File: src/rtl/alu_share_arbiter_if.sv
// rtl/alu_share_arbiter_if.sv - requester, ALU and result signals shared by the arbiter and its clients
interface alu_share_arbiter_if #(
  parameter int DATA_W = 32,
  parameter int FS_W   = 5
);
  logic              req0;
  logic [FS_W-1:0]   fs0;
  logic [DATA_W-1:0] s0;
  logic [DATA_W-1:0] t0;
  logic              req1;
  logic [FS_W-1:0]   fs1;
  logic [DATA_W-1:0] s1;
  logic [DATA_W-1:0] t1;
  logic [FS_W-1:0]   alu_fs;
  logic [DATA_W-1:0] alu_s;
  logic [DATA_W-1:0] alu_t;
  logic [DATA_W-1:0] alu_y;
  logic              alu_n;
  logic              alu_z;
  logic              alu_v;
  logic              alu_c;
  logic [DATA_W-1:0] res_y;
  logic              res_n;
  logic              res_z;
  logic              res_v;
  logic              res_c;
  logic              done0;
  logic              done1;
  logic              busy;
  logic              ovf_trap;

  modport slave (
    input  req0, fs0, s0, t0, req1, fs1, s1, t1,
    input  alu_y, alu_n, alu_z, alu_v, alu_c,
    output alu_fs, alu_s, alu_t,
    output res_y, res_n, res_z, res_v, res_c,
    output done0, done1, busy, ovf_trap
  );

  modport master (
    output req0, fs0, s0, t0, req1, fs1, s1, t1,
    output alu_y, alu_n, alu_z, alu_v, alu_c,
    input  alu_fs, alu_s, alu_t,
    input  res_y, res_n, res_z, res_v, res_c,
    input  done0, done1, busy, ovf_trap
  );
endinterface

File: src/rtl/alu_share_arbiter.sv
// rtl/alu_share_arbiter.sv - round-robin two-requester sequencer for a shared combinational ALU
// Optional overflow trap on ADD/SUB built when ALU_ARB_OVF_TRAP_EN is defined.
module alu_share_arbiter #(
  parameter int DATA_W = 32,
  parameter int FS_W   = 5
) (
  input logic           clk,
  input logic           reset,
  alu_share_arbiter_if.slave bus
);
  typedef enum logic [1:0] {S_IDLE, S_EXEC, S_DONE} state_t;

  state_t r_state;
  state_t w_next;
  logic   r_last_gnt;
  logic   r_gnt_id;
  logic   r_ovf;
  logic   w_any_req;
  logic   w_gnt_sel;

  assign w_any_req = bus.req0 | bus.req1;
  // Contention goes to whoever did not win last; otherwise the lone requester.
  assign w_gnt_sel = (bus.req0 & bus.req1) ? ~r_last_gnt : bus.req1;

  always_ff @(posedge clk or posedge reset) begin
    if (reset) r_state <= S_IDLE;
    else       r_state <= w_next;
  end

  always_comb begin
    w_next = r_state;
    case (r_state)
      S_IDLE:  if (w_any_req) w_next = S_EXEC;
      S_EXEC:  w_next = S_DONE;
      S_DONE:  w_next = S_IDLE;
      default: w_next = S_IDLE;
    endcase
  end

  always_ff @(posedge clk or posedge reset) begin
    if (reset) begin
      bus.alu_fs <= '0;
      bus.alu_s  <= '0;
      bus.alu_t  <= '0;
      bus.res_y  <= '0;
      bus.res_n  <= 1'b0;
      bus.res_z  <= 1'b0;
      bus.res_v  <= 1'b0;
      bus.res_c  <= 1'b0;
      r_last_gnt <= 1'b1;
      r_gnt_id   <= 1'b0;
      r_ovf      <= 1'b0;
    end else begin
      if (r_state == S_IDLE && w_any_req) begin
        bus.alu_fs <= w_gnt_sel ? bus.fs1 : bus.fs0;
        bus.alu_s  <= w_gnt_sel ? bus.s1  : bus.s0;
        bus.alu_t  <= w_gnt_sel ? bus.t1  : bus.t0;
        r_gnt_id   <= w_gnt_sel;
        r_last_gnt <= w_gnt_sel;
      end
      if (r_state == S_EXEC) begin
        bus.res_y <= bus.alu_y;
        bus.res_n <= bus.alu_n;
        bus.res_z <= bus.alu_z;
        bus.res_v <= bus.alu_v;
        bus.res_c <= bus.alu_c;
`ifdef ALU_ARB_OVF_TRAP_EN
        r_ovf <= bus.alu_v && (bus.alu_fs == 5'h02 || bus.alu_fs == 5'h03);
`else
        r_ovf <= 1'b0;
`endif
      end
    end
  end

  always_comb begin
    bus.busy     = (r_state != S_IDLE);
    bus.done0    = (r_state == S_DONE) && !r_gnt_id;
    bus.done1    = (r_state == S_DONE) &&  r_gnt_id;
    bus.ovf_trap = (r_state == S_DONE) && r_ovf;
  end
endmodule
File: src/flat_wrapper.sv
// flat-port wrapper written by rule: the top's interface ports become plain ports
module alu_share_arbiter_flat 
#(
  parameter int DATA_W = 32,
  parameter int FS_W   = 5
)
  (clk, reset, bus_req0, bus_fs0, bus_s0, bus_t0, bus_req1, bus_fs1, bus_s1, bus_t1, bus_alu_y, bus_alu_n, bus_alu_z, bus_alu_v, bus_alu_c, bus_alu_fs, bus_alu_s, bus_alu_t, bus_res_y, bus_res_n, bus_res_z, bus_res_v, bus_res_c, bus_done0, bus_done1, bus_busy, bus_ovf_trap);
  alu_share_arbiter_if #(.DATA_W(DATA_W), .FS_W(FS_W)) bus_i ();
  input logic clk;
  input logic reset;
  input wire logic [$bits(bus_i.req0)-1:0] bus_req0;
  input wire logic [$bits(bus_i.fs0)-1:0] bus_fs0;
  input wire logic [$bits(bus_i.s0)-1:0] bus_s0;
  input wire logic [$bits(bus_i.t0)-1:0] bus_t0;
  input wire logic [$bits(bus_i.req1)-1:0] bus_req1;
  input wire logic [$bits(bus_i.fs1)-1:0] bus_fs1;
  input wire logic [$bits(bus_i.s1)-1:0] bus_s1;
  input wire logic [$bits(bus_i.t1)-1:0] bus_t1;
  input wire logic [$bits(bus_i.alu_y)-1:0] bus_alu_y;
  input wire logic [$bits(bus_i.alu_n)-1:0] bus_alu_n;
  input wire logic [$bits(bus_i.alu_z)-1:0] bus_alu_z;
  input wire logic [$bits(bus_i.alu_v)-1:0] bus_alu_v;
  input wire logic [$bits(bus_i.alu_c)-1:0] bus_alu_c;
  output wire logic [$bits(bus_i.alu_fs)-1:0] bus_alu_fs;
  output wire logic [$bits(bus_i.alu_s)-1:0] bus_alu_s;
  output wire logic [$bits(bus_i.alu_t)-1:0] bus_alu_t;
  output wire logic [$bits(bus_i.res_y)-1:0] bus_res_y;
  output wire logic [$bits(bus_i.res_n)-1:0] bus_res_n;
  output wire logic [$bits(bus_i.res_z)-1:0] bus_res_z;
  output wire logic [$bits(bus_i.res_v)-1:0] bus_res_v;
  output wire logic [$bits(bus_i.res_c)-1:0] bus_res_c;
  output wire logic [$bits(bus_i.done0)-1:0] bus_done0;
  output wire logic [$bits(bus_i.done1)-1:0] bus_done1;
  output wire logic [$bits(bus_i.busy)-1:0] bus_busy;
  output wire logic [$bits(bus_i.ovf_trap)-1:0] bus_ovf_trap;
  assign bus_i.req0 = bus_req0;
  assign bus_i.fs0 = bus_fs0;
  assign bus_i.s0 = bus_s0;
  assign bus_i.t0 = bus_t0;
  assign bus_i.req1 = bus_req1;
  assign bus_i.fs1 = bus_fs1;
  assign bus_i.s1 = bus_s1;
  assign bus_i.t1 = bus_t1;
  assign bus_i.alu_y = bus_alu_y;
  assign bus_i.alu_n = bus_alu_n;
  assign bus_i.alu_z = bus_alu_z;
  assign bus_i.alu_v = bus_alu_v;
  assign bus_i.alu_c = bus_alu_c;
  assign bus_alu_fs = bus_i.alu_fs;
  assign bus_alu_s = bus_i.alu_s;
  assign bus_alu_t = bus_i.alu_t;
  assign bus_res_y = bus_i.res_y;
  assign bus_res_n = bus_i.res_n;
  assign bus_res_z = bus_i.res_z;
  assign bus_res_v = bus_i.res_v;
  assign bus_res_c = bus_i.res_c;
  assign bus_done0 = bus_i.done0;
  assign bus_done1 = bus_i.done1;
  assign bus_busy = bus_i.busy;
  assign bus_ovf_trap = bus_i.ovf_trap;
  alu_share_arbiter #(.DATA_W(DATA_W), .FS_W(FS_W)) u_core (.clk(clk), .reset(reset), .bus(bus_i));
endmodule
File: config.mk
export PLATFORM = sky130hd
export DESIGN_NAME = alu_share_arbiter_flat
export DESIGN_NICKNAME = d
export VERILOG_FILES = /design/src/rtl/alu_share_arbiter_if.sv /design/src/rtl/alu_share_arbiter.sv /design/src/flat_wrapper.sv
export SDC_FILE = /design/constraint.sdc
export NUM_CORES = 1
export LEC_CHECK = 0
export ABC_CLOCK_PERIOD_IN_PS = 7900
export BUFFER_PORTS_ARGS = -buffer_cell sky130_fd_sc_hd__buf_4
export CORE_AREA = 2 2 112 114
export CTS_CLUSTER_DIAMETER = 150
export DETAILED_ROUTE_END_ITERATION = 8
export DIE_AREA = 0 0 114 116
export HOLD_SLACK_MARGIN = 0.02
export PLACE_DENSITY_LB_ADDON = 0.25
export SYNTH_ARGS = -nofsm -noshare
export SYNTH_HDL_FRONTEND = slang
export SYNTH_SLANG_ARGS = --single-unit
File: constraint.sdc
create_clock -name clk -period 7.9 [get_ports clk]
set_input_delay 0.79 -clock clk [delete_from_list [all_inputs] [get_ports clk]]
set_output_delay 0.79 -clock clk [all_outputs]
set_load 0.02 [all_outputs]
* Yosys cells after proc, flatten, opt, wreduce, memory -nomap -nowiden
Cells that the tools add are included.
Word-level totals: bits in registers 109
Operators by class: reductions and logical operators 6, equal/unequal tests 3, bitwise operators 3, muxes and demuxes 6
Operators with widths (count):
- $mux W32 | 2
- $mux W5 | 1
- $pmux W2 S2 | 1
- $logic_and A1 B1 Y1 | 3
- $eq A2 B1 Y1 const B | 1
- $eq A2 B2 Y1 const B | 1
- $logic_not A2 Y1 | 1
- $mux W2 | 1
- $ne A2 B1 Y1 const B | 1
- $reduce_bool A2 Y1 | 1
- $and A1 B1 Y1 | 1
- $logic_not A1 Y1 | 1
- $mux W1 | 1
- $not A1 Y1 | 1
- $or A1 B1 Y1 | 1

* Logic depth before layout (Yosys ltp)
Gate-level depths: netlist of the first run.
depth after elaboration 3, mapped depth 6

* Worst setup path after synthesis of the first run
No wires, ideal clock.
kind register to output, from reg u_core.r_state[0], to out bus_done0, stages on the path, launching flop included 2, required time 7.110 ns, path slack 6.192 ns, arrival 0.918 ns, buffers on the path 0, cell sequence dfrtp_1 nor3b_1
Between the ends: longest elaborated chain between the ends 2
Ends and longest elaborated chain:
- start, declared | line alu_share_arbiter.sv:13 | state_t r_state;
- start signal, assigned | line alu_share_arbiter.sv:27 | else r_state <= w_next;
- $eq A2 B2 Y1 | line alu_share_arbiter.sv:78 | bus.done0 = (r_state == S_DONE) && !r_gnt_id;
- $logic_and A1 B1 Y1 | line alu_share_arbiter.sv:78
- end, declared | line flat_wrapper.sv:32 | output wire logic [$bits(bus_i.done0)-1:0] bus_done0;
No other way between the ends.

* Final worst setup path of the first run
from reg u_core.r_state[1], to reg u_core.r_last_gnt
Between the ends: longest elaborated chain between the ends 2
Ends and longest elaborated chain:
- $logic_not A2 Y1 | line alu_share_arbiter.sv:54 | if (r_state == S_IDLE && w_any_req) begin
- $logic_and A1 B1 Y1 | line alu_share_arbiter.sv:54
- end signal, assigned | line alu_share_arbiter.sv:59 | r_last_gnt <= w_gnt_sel;
- end, declared | line alu_share_arbiter.sv:15 | logic r_last_gnt;
No other way between the ends. A chain may end at the register's enable or synchronous reset.

==> results of run 1 <==
## kinds of logic (layout without fill, tap and decap cells)
| kind of cell | Yosys count | after routing | synth area share (%) |
|---|---|---|---|
| other | 1 | 1 | 0.0761 |
| multiplexers | 38 | 38 | 8.68 |
| AND/OR/NAND/NOR | 75 | 75 | 6.47 |
| buffers and inverters | 44 | 309 | 5.58 |
| flip-flops | 109 | 109 | 55.4 |
| AO/OA/AOI/OAI | 140 | 140 | 23.8 |
## power by group
group	switching (mW)	internal, mW	total, mW
clock	0.199	0.302	0.501
combinational	0.862	0.815	1.68
sequential	0.177	0.849	1.03
## registers in the layout, indices dropped and copies added (netlist names)
signal and flops:
u_core.bus.res_y 32, u_core.bus.alu_t 32, u_core.r_state 2, u_core.bus.res_v 1
u_core.bus.alu_s 32, u_core.r_last_gnt 1, u_core.bus.res_n 1, u_core.bus.res_z 1
u_core.bus.res_c 1, u_core.bus.alu_fs 5, u_core.r_gnt_id 1
## layout make-up
class                           instances  area share [%]
Timing Repair Buffer                  292            29.7
Inverter                                2           0.136
Clock inverter                          3           0.915
Sequential cell                       109            37.0
Clock buffer                           12            3.61
Multi-Input combinational cell        254            26.2
Tap cell                              147            2.49
## routing by layer
metal	vias up	track usage, %	wire [µm]
li1	2031	-	-
met1	2116	27.6	5980
met2	224	35.8	7190
met3	20	7.06	1560
met4	0	7.80	274
met5	-	0	0
## path summary, 6_finish.rpt
check	endpoint	slack, ps
hold / removal	u_core.bus.res_y[12]	440
min in group clk	u_core.bus.res_v	510
hold reg to reg	u_core.bus.res_v	510
setup reg to reg	u_core.r_last_gnt	5290
max in group asynchronous	u_core.bus.res_y[13]	6130
setup / recovery	u_core.r_last_gnt	5290
## stage by stage
| step | utilization [%] | hold WS [ps] |
|---|---|---|
| final | 62.0 | 435 |
| after detailed placement | 59.2 | 495 |
| after CTS | 62.0 | 442 |
| after global placement | 59.2 | 490 |
| after floorplan | - | 497 |
| after global routing | 62.0 | 462 |
## placed cells by master, fill, tap and decap left out
cell type and instances:
mux2_2 38, nor2_8 1, nand2b_1 1, clkinvlp_4 1
inv_1 1, and3b_1 1, a2bb2oi_1 64, a211oi_1 69
or2_2 1, buf_4 292, conb_1 1, a2bb2oi_2 5
nor2_4 1, nand2_1 69, a21boi_4 1, a21bo_2 1
dfstp_2 1, inv_4 1, bufinv_16 2, nor3b_1 1
clkbuf_16 9, dfrtp_1 108, clkbuf_8 3
## synth_stat cells, drive strengths merged
master and count:
a2bb2oi 69, nand2 69, dfstp 1, clkbuf 8, dfrtp 108, nor2 2, nor3b 1, or2 1
a21bo 1, a21boi 1, a211oi 69, inv 2, and3b 1, buf 34, conb 1, nand2b 1
mux2 38
## critical path, delay by kind of cell, from the launching register on
kind	cells	cell delay (ps)
and+or+nand+nor	2	900
buffers and inverters	2	840
DFF	1	390
muxes	1	380
==> impl_results.md, run 1 <==
* Vias at ~4400
* Core box area at roughly 12000 µm²
* Clk buf depth at 2
* Pwr dens at 434 nW/µm²
* Pre-antenna DRT Iters at 4
* Fin cells at around 820
* Layout cells sized above 1 at between 50 and 60%
* Maxcap violations at 0
* Post-DP Area at 7050 µm²
* Die width at 114 µm
* IO Count at 287
* Place WS at 5050 ps
* Number of global-route vias before repair at about 4500
* Total power at 3.20 mW
* Gr usage total at about 22%
* Worst Setup End Kind: register
* Cell repeated most along the worst path: buf_4
* CTS root buffer: clkbuf_16
* Syn avg cell area at 12.1 µm²
* Post-CTS setup buffer count at 0
* Crit-path cells: or2_2, buf_4, nor2_8, buf_4, mux2_2
* CTS Buf Count at 9
* Syn_nets at 585
* Outcome: complete, no violations
* Worst r2r path cells at 5
* Final clock skew at between 6 and 7 ps
* Drt total wl at ~15 mm
* RSZ-0062 raised after global routing: false
* Seq cells post-synth at 109
* FP Rows at 40
* CTS tree: built
* Syn. warnings at 0
* Final worst slack at 5290 ps
* Final nets at between 800 and 900
* Crit. Startpoint: u_core.r_state[1]
* Arr. time, crit path at 2880 ps
* Final hold viol count at 0
* Post-Synthesis Cells at 407
* Worst-path clk slew at 70 ps
* Period minus WS final at 2610 ps
* GPL Wtd Cong at 0.816
* Fillers at 973
* Max stage delay on crit path at 600 ps
* Req. time, crit path at 8170 ps
* Static power due to leakage at between 3 and 4 nW
* Initial Util at 41.4%
* I/O Buffers at between 200 and 300
* Part of the cycle the worst path needs at about a third
* Normalized max-slew margin at 34.1%
* Total gr overflow at 0
* N_diodes at 0
* Pin count of the biggest net entering global routing at slightly below 80
* Area grow syn2layout at 49.7%
* Storage cell area at around 2700 µm²
* Max VDD drop at 0.000236 V
* Die ar. at 13200 µm²
* Area of the multi-input gates at about 1900 µm²
* Slew at the pin closest to its max-slew limit at 988 ps
* Placed cells at 804
* Post-synth top area share at 54.8%
* First-pass GRT wire length at between 20 and 25 mm
* Initial DRC count at 385
* Final setup viols at 0
* Yosys cell types at 21
* Max-slew violations at 0
* Initial antenna violation count at 0
* Clock Sinks at 109
* H-tree depth at 3
* Die Y at 116 µm
* Worst-path fanout max at 71
* Remaining antenna violation count at 0
* Sequential area share after synthesis at a little under three fifths
* Synth top area cells: dfrtp_1 (55%), a2bb2oi_1 (11%), a211oi_1 (11%)
* Clk_lat worst skew at between 300 and 400 ps
* DRC at 0
* Slowest CP cell: nor2_8
* Worst setup SP type: register
* Setup CP Type: reg2reg
* Avg Vias per Cell at 5.36
* Mapped Area at 4930 µm²
* Leading area contributor after synthesis: dfrtp_1
* Routed length per instance at around 18 µm
* FF-to-FF Start: u_core.r_state[1]
* CTS resizes at 0
* Cell area after layout at 7380 µm²
* Hold Crit Class: in2async
* Setup_tns at 0 ps
* Fmax at 383 MHz
* Final HPWL DP at 10.4 mm
* Cts hold-fix bufs at 0
(Power assumes the default switching activity.)
==> inputs of run 2 (changes only) <==
--- a/config.mk
+++ b/config.mk
@@ -5,12 +5,11 @@
 export SDC_FILE = /design/constraint.sdc
 export NUM_CORES = 1
 export LEC_CHECK = 0
-export ABC_CLOCK_PERIOD_IN_PS = 7900
+export ABC_CLOCK_PERIOD_IN_PS = 2400
 export BUFFER_PORTS_ARGS = -buffer_cell sky130_fd_sc_hd__buf_4
-export CORE_AREA = 2 2 112 114
+export CORE_UTILIZATION = 40
 export CTS_CLUSTER_DIAMETER = 150
 export DETAILED_ROUTE_END_ITERATION = 8
-export DIE_AREA = 0 0 114 116
 export HOLD_SLACK_MARGIN = 0.02
 export PLACE_DENSITY_LB_ADDON = 0.25
 export SYNTH_ARGS = -nofsm -noshare
==> constraint.sdc (replaced) <==
create_clock -name clk -period 2.4 [get_ports clk]
set_input_delay 0.24 -clock clk [delete_from_list [all_inputs] [get_ports clk]]
set_output_delay 0.24 -clock clk [all_outputs]
set_load 0.02 [all_outputs]
==> run 2 against run 1 <==
Against the previous run:
- clock-buffer cell count is 2 higher
- register-to-register slack worse by 4500 ps
- sequential cell count is the same
- routed wire length rose by 0.72%
- critical endpoint is now bus_busy
==> impl_results.md, run 2 (synthesis gave the netlist of run 1 again) <==
* Cts hold-fix bufs at 0
* Setup CP Type: reg2out
* Pin count of the biggest net entering global routing at 62
* Sw power at 4.05 mW
* Drt total wl at around 15 mm
* Pwr dens at 1400 nW/µm²
* Switching portion of total power at 39.4%
* I/O Buffers at 285
* Die width at between 100 and 150 µm
* IO Count at 287
* M1 WL at 6.02 mm
* Worst-path fanout max at 35
* Remaining antenna violation count at 0
* Max VDD drop at 0.000874 V
* Pre-antenna DRT Iters at 4
* Period minus WS final at 1840 ps
* Total power at 10.3 mW
* Crit. Startpoint: u_core.r_state[1]
* GPL Wtd Cong at between 0.8 and 0.9
* Max-slew violations at 0
* FF-to-FF Start: u_core.r_state[1]
* Routed length per instance at ~18 µm
* Maxcap violations at 0
* Final nets at 852
* CTS Buf Count at 9
* DRC at 0
* Die Y at approximately 110 µm
* Die ar. at 12800 µm²
* Setup_tns at 0 ps
* Core box area at 12000 µm²
* Part of the cycle the worst path needs at about 77%
* Post-CTS setup buffer count at 0
* Final clock skew at about 4.5 ps
* Cell area after layout at 7360 µm²
* FP Rows at 40
* H-tree depth at 3
* Arr. time, crit path at 1600 ps
* Layout cells sized above 1 at 52.9%
* Final hold viol count at 0
* Clk_lat worst skew at 340 ps
* Fin util at 61.3%
* CTS tree: built
* DR WL met2 at around 7.4 mm
* Final setup viols at 0
* Initial antenna violation count at 0
* Fin cells at 826
* Area grow syn2layout at 49.3%
* Fmax at 543 MHz
* Hold Crit Class: in2async
* RSZ-0062 raised after global routing: false
* Placed cells at 810
* Total gr overflow at 0
* Worst-path clk slew at around 70 ps
* Number of global-route vias before repair at 4581
* Met3 routed WL at 1.37 mm
* Reg power frac at 32.8%
* Initial Util at 41.0%
* Clk buf depth at 2
* Req. time, crit path at 2160 ps
* Commonest non-fill, non-tap cells in the layout: buf_4 (297), dfrtp_1 (108), a211oi_1 (69), nand2_1 (69), a2bb2oi_1 (64)
* First-pass GRT wire length at 23.5 mm
* Static power due to leakage at 3.47 nW
* CTS resizes at 0
* CTS root buffer: clkbuf_16
* Final HPWL DP at 10.8 mm
* Vias at 4420
* Commonest non-fill, non-tap cell in the layout: buf_4
* Outcome: complete, no violations
* Worst Setup End Kind: output pin
* Logic pwr share at a little over half
* Hold Slack at about 87 ps
* Gr usage total at 23.7%
* Slew at the pin closest to its max-slew limit at around 800 ps
* Power share of the clock group at 13.1%
* Post-DP Area at 7110 µm²
* Avg Vias per Cell at 5.35
* Worst setup SP type: register
* Clock Sinks at 109
* Final worst slack at 559 ps
* Highest Signal Layer: met4
* N_diodes at 0
* Top flop regs: u_core.bus.alu_s x32, u_core.bus.alu_t x32, u_core.bus.res_y x32
* Place WS at 715 ps
* Initial DRC count at 326
* Internal Power at 6.22 mW
* Normalized max-slew margin at 46.9%
run 2: final timing paths:
path / cells past startpoint / end / slack, ps
worst max-delay path: 3 / bus_busy / 560
max in group asynchronous: 3 / u_core.bus.alu_s[26] / 1720
worst max register to register: 4 / u_core.bus.alu_fs[4] / 750
worst min register to register: 1 / u_core.bus.res_y[30] / 510
min in group clk: 2 / u_core.bus.res_y[3] / 120
worst min-delay path: 3 / u_core.bus.res_y[17] / 90
run 2: layout make-up:
class,count,area [µm²]
inverters,2,11.3
flip-flops and latches,109,2730
repair buffers,298,2250
well taps,147,184
clock buffers,14,244
multi-input cells,254,1930
clock inverters,2,10.0
fillers,1013,4650
run 2: power groups by stage:
stage / Clock (mW) / Combinational, mW / Sequential, mW
3_3_place_gp: 0 / 5.48 / 3.35
4_1_cts: 1.38 / 5.60 / 3.37
3_5_place_dp: 0 / 5.60 / 3.37
2_1_floorplan: 0 / 2.43 / 4.40
6_report: 1.34 / 5.56 / 3.37
5_1_grt: 1.45 / 5.90 / 3.47
run 2: critical path: stages, from the launching register on:
cell     delay [ps]
dfrtp_1         390
or2_2           370
buf_4           280
buf_4           210
run 2: metal layers:
layer	global-route usage (%)	vias to the layer above
met5	0	-
met1	28.6	2142
li1	-	2046
met3	7.18	19
met2	39.6	213
met4	9.65	0
==> inputs of run 3 (changes only) <==
--- a/config.mk
+++ b/config.mk
@@ -5,11 +5,12 @@
 export SDC_FILE = /design/constraint.sdc
 export NUM_CORES = 1
 export LEC_CHECK = 0
-export ABC_CLOCK_PERIOD_IN_PS = 2400
+export ABC_CLOCK_PERIOD_IN_PS = 1700
 export BUFFER_PORTS_ARGS = -buffer_cell sky130_fd_sc_hd__buf_4
-export CORE_UTILIZATION = 40
+export CORE_AREA = 2 2 113 115
 export CTS_CLUSTER_DIAMETER = 150
 export DETAILED_ROUTE_END_ITERATION = 8
+export DIE_AREA = 0 0 115 117
 export HOLD_SLACK_MARGIN = 0.02
 export PLACE_DENSITY_LB_ADDON = 0.25
 export SYNTH_ARGS = -nofsm -noshare
==> constraint.sdc (replaced) <==
create_clock -name clk -period 1.7 [get_ports clk]
set_input_delay 0.17 -clock clk [delete_from_list [all_inputs] [get_ports clk]]
set_output_delay 0.17 -clock clk [all_outputs]
set_load 0.02 [all_outputs]
==> run 3 against run 2 <==
Against the previous run:
- routed wire length is 1.8% higher
- sequential cell count stayed put
- worst setup slack worse by 440 ps
- critical path depth stayed put
- first-iteration DRC count is 13% lower
- cell count is 0.48% higher
- combinational power is 46% higher
- worst hold slack worse by 30 ps
- via count is 0.68% higher
- critical endpoint unchanged
- highest routed layer unchanged
==> impl_results.md, run 3 (synthesis gave the netlist of run 1 again) <==
* Pwr dens at 2000 nW/µm²
* Drt total wl at 15.4 mm
* Max-slew violations at 0
* Worst r2r path cells at 4
* Clock Sinks at 109
* Hold endpoint: u_core.bus.res_y[30]
* Number of global-route vias before repair at 4639
* Die Y at 117 µm
* Part of the cycle the worst path needs at roughly 93%
* Commonest non-fill, non-tap cells in the layout: buf_4 (290), dfrtp_1 (108), a211oi_1 (69), nand2_1 (69), a2bb2oi_1 (64)
* Final setup viols at 0
* Worst-path fanout max at 35
* FP Rows at 41
* FF-to-FF Start: u_core.r_state[1]
* Final hold viol count at 0
* Core box area at 12300 µm²
* Die ar. at 13500 µm²
* Pin count of the biggest net entering global routing at 68
* IO Count at 287
* Gr usage total at 22.1%
* Setup_tns at 0 ps
* CTS root buffer: clkbuf_16
* Worst-path clk slew at 70 ps
* Area of the multi-input gates at between 1500 and 2000 µm²
* First-pass GRT wire length at around 23 mm
* Fillers at ~1000
* Total gr overflow at 0
* Outcome: complete, no violations
* Clk buf depth at 2
* Max VDD drop at 0.00109 V
* Worst hold stages at 2
* Final clock skew at 8.03 ps
* GPL Wtd Cong at 0.795
* Hold Crit Class: in2reg
* Arr. time, crit path at roughly 1400 ps
* N_diodes at 0
* DRC at 0
* Initial DRC count at 283
* Commonest non-fill, non-tap cell in the layout: buf_4
* Final nets at between 800 and 900
* Layout cells sized above 1 at 53.4%
* CTS Buf Count at 9
* Storage cell area at ~2700 µm²
* Die width at 115 µm
* Avg Vias per Cell at 5.36
* Normalized max-slew margin at roughly 64%
* Static power due to leakage at 3.54 nW
* Clk_lat worst skew at 340 ps
* Routed length per instance at 18.6 µm
* Final HPWL DP at 11.0 mm
* I/O Buffers at 285
* Req. time, crit path at 1530 ps
* RSZ-0062 raised after global routing: false
* Pre-antenna DRT Iters at 4
* Worst Setup End Kind: output pin
* Top flop regs: u_core.bus.alu_s x32, u_core.bus.alu_t x32, u_core.bus.res_y x32
* Hold Slack at 57.0 ps
* CTS tree: built
* Remaining antenna violation count at 0
* Reg2reg setup slack at between 200 and 250 ps
* Worst setup SP type: register
* Setup CP Type: reg2out
* Beginning of the worst hold path: bus_alu_y[30]
* RR Endpoint: u_core.bus.alu_t[14]
* H-tree depth at 3
* Period minus WS final at 1580 ps
* Vias at 4450
* Initial antenna violation count at 0
* Slew at the pin closest to its max-slew limit at 535 ps
* Maxcap violations at 0
* Area grow syn2layout at 52.9%
* Initial Util at 40.0%
* Fmax at ~630 MHz
[run 3: cell count changes in the layout (fill, tap and decap cells not counted), sizes merged]
cell         before  now
buf             298  297
clkinvlp          1    2
clkbuf           14   13
bufbuf            0    1
bufinv            0    1
clkinv            2    1
dlygate4sd3       0    1
[run 3: critical path, cell delays in order, from the launching register on]
cell and delay [ps]:
dfrtp_1 400, or2_4 300, buf_12 190, buf_4 170
[run 3: repair_timing]
action                                  4_1_cts  5_1_grt
hold buffers                                  1        0
resized for setup                             1        0
setup buffers                                 0        0
hold endpoints to repair                     66        0
endpoints found under the setup margin        1        0
[run 3: cell type report]
| type | count | area share, % |
|---|---|---|
| flip-flops and latches | 109 | 36.2 |
| clock buffers | 13 | 3.59 |
| clock inverters | 3 | 0.565 |
| well taps | 150 | 2.49 |
| multi-input cells | 254 | 25.7 |
| inverters | 2 | 0.149 |
| repair buffers | 299 | 31.3 |
[run 3: per-layer routing]
layer,GRT usage [%],routed length (µm)
met5,0,0
met1,26.2,5930
met2,38.6,7780
met4,7.07,201
met3,6.85,1480
[run 3: how the worst max path moves through the flow]
stage / startpoint / to / slack (ps) / cells after the start
2_1_floorplan: reset / u_core.bus.alu_fs[0] / 220 / 1
3_3_place_gp: u_core.r_state[1] / u_core.bus.alu_t[7] / 220 / 4
3_5_place_dp: u_core.r_state[1] / u_core.bus.alu_s[23] / 160 / 4
4_1_cts: u_core.r_state[1] / bus_busy / 100 / 3
5_1_grt: u_core.r_state[1] / bus_busy / 70 / 3
6_report: u_core.r_state[1] / bus_busy / 120 / 3
[run 3: through the flow]
step | instance area (µm²) | utilization (%) | instances | worst slack (ps) | power (mW)
final | 7540 | 61.2 | 830 | 121 | 15.1
after global routing | 7540 | 61.2 | 830 | 71.8 | 15.9
after CTS | 7540 | 61.2 | 830 | 101 | 15.2
after detailed placement | 7180 | 58.3 | 812 | 165 | 12.8
after global placement | 7180 | 58.3 | 812 | 218 | 12.6
after floorplan | 4930 | - | 407 | 215 | 9.64
[run 3: power breakdown]
part	leakage [nW]	switching, mW	internal (mW)
Clock	0.152	0.913	1.26
Combinational	2.15	4.05	4.06
Sequential	1.24	0.843	3.94
Total	3.54	5.80	9.27
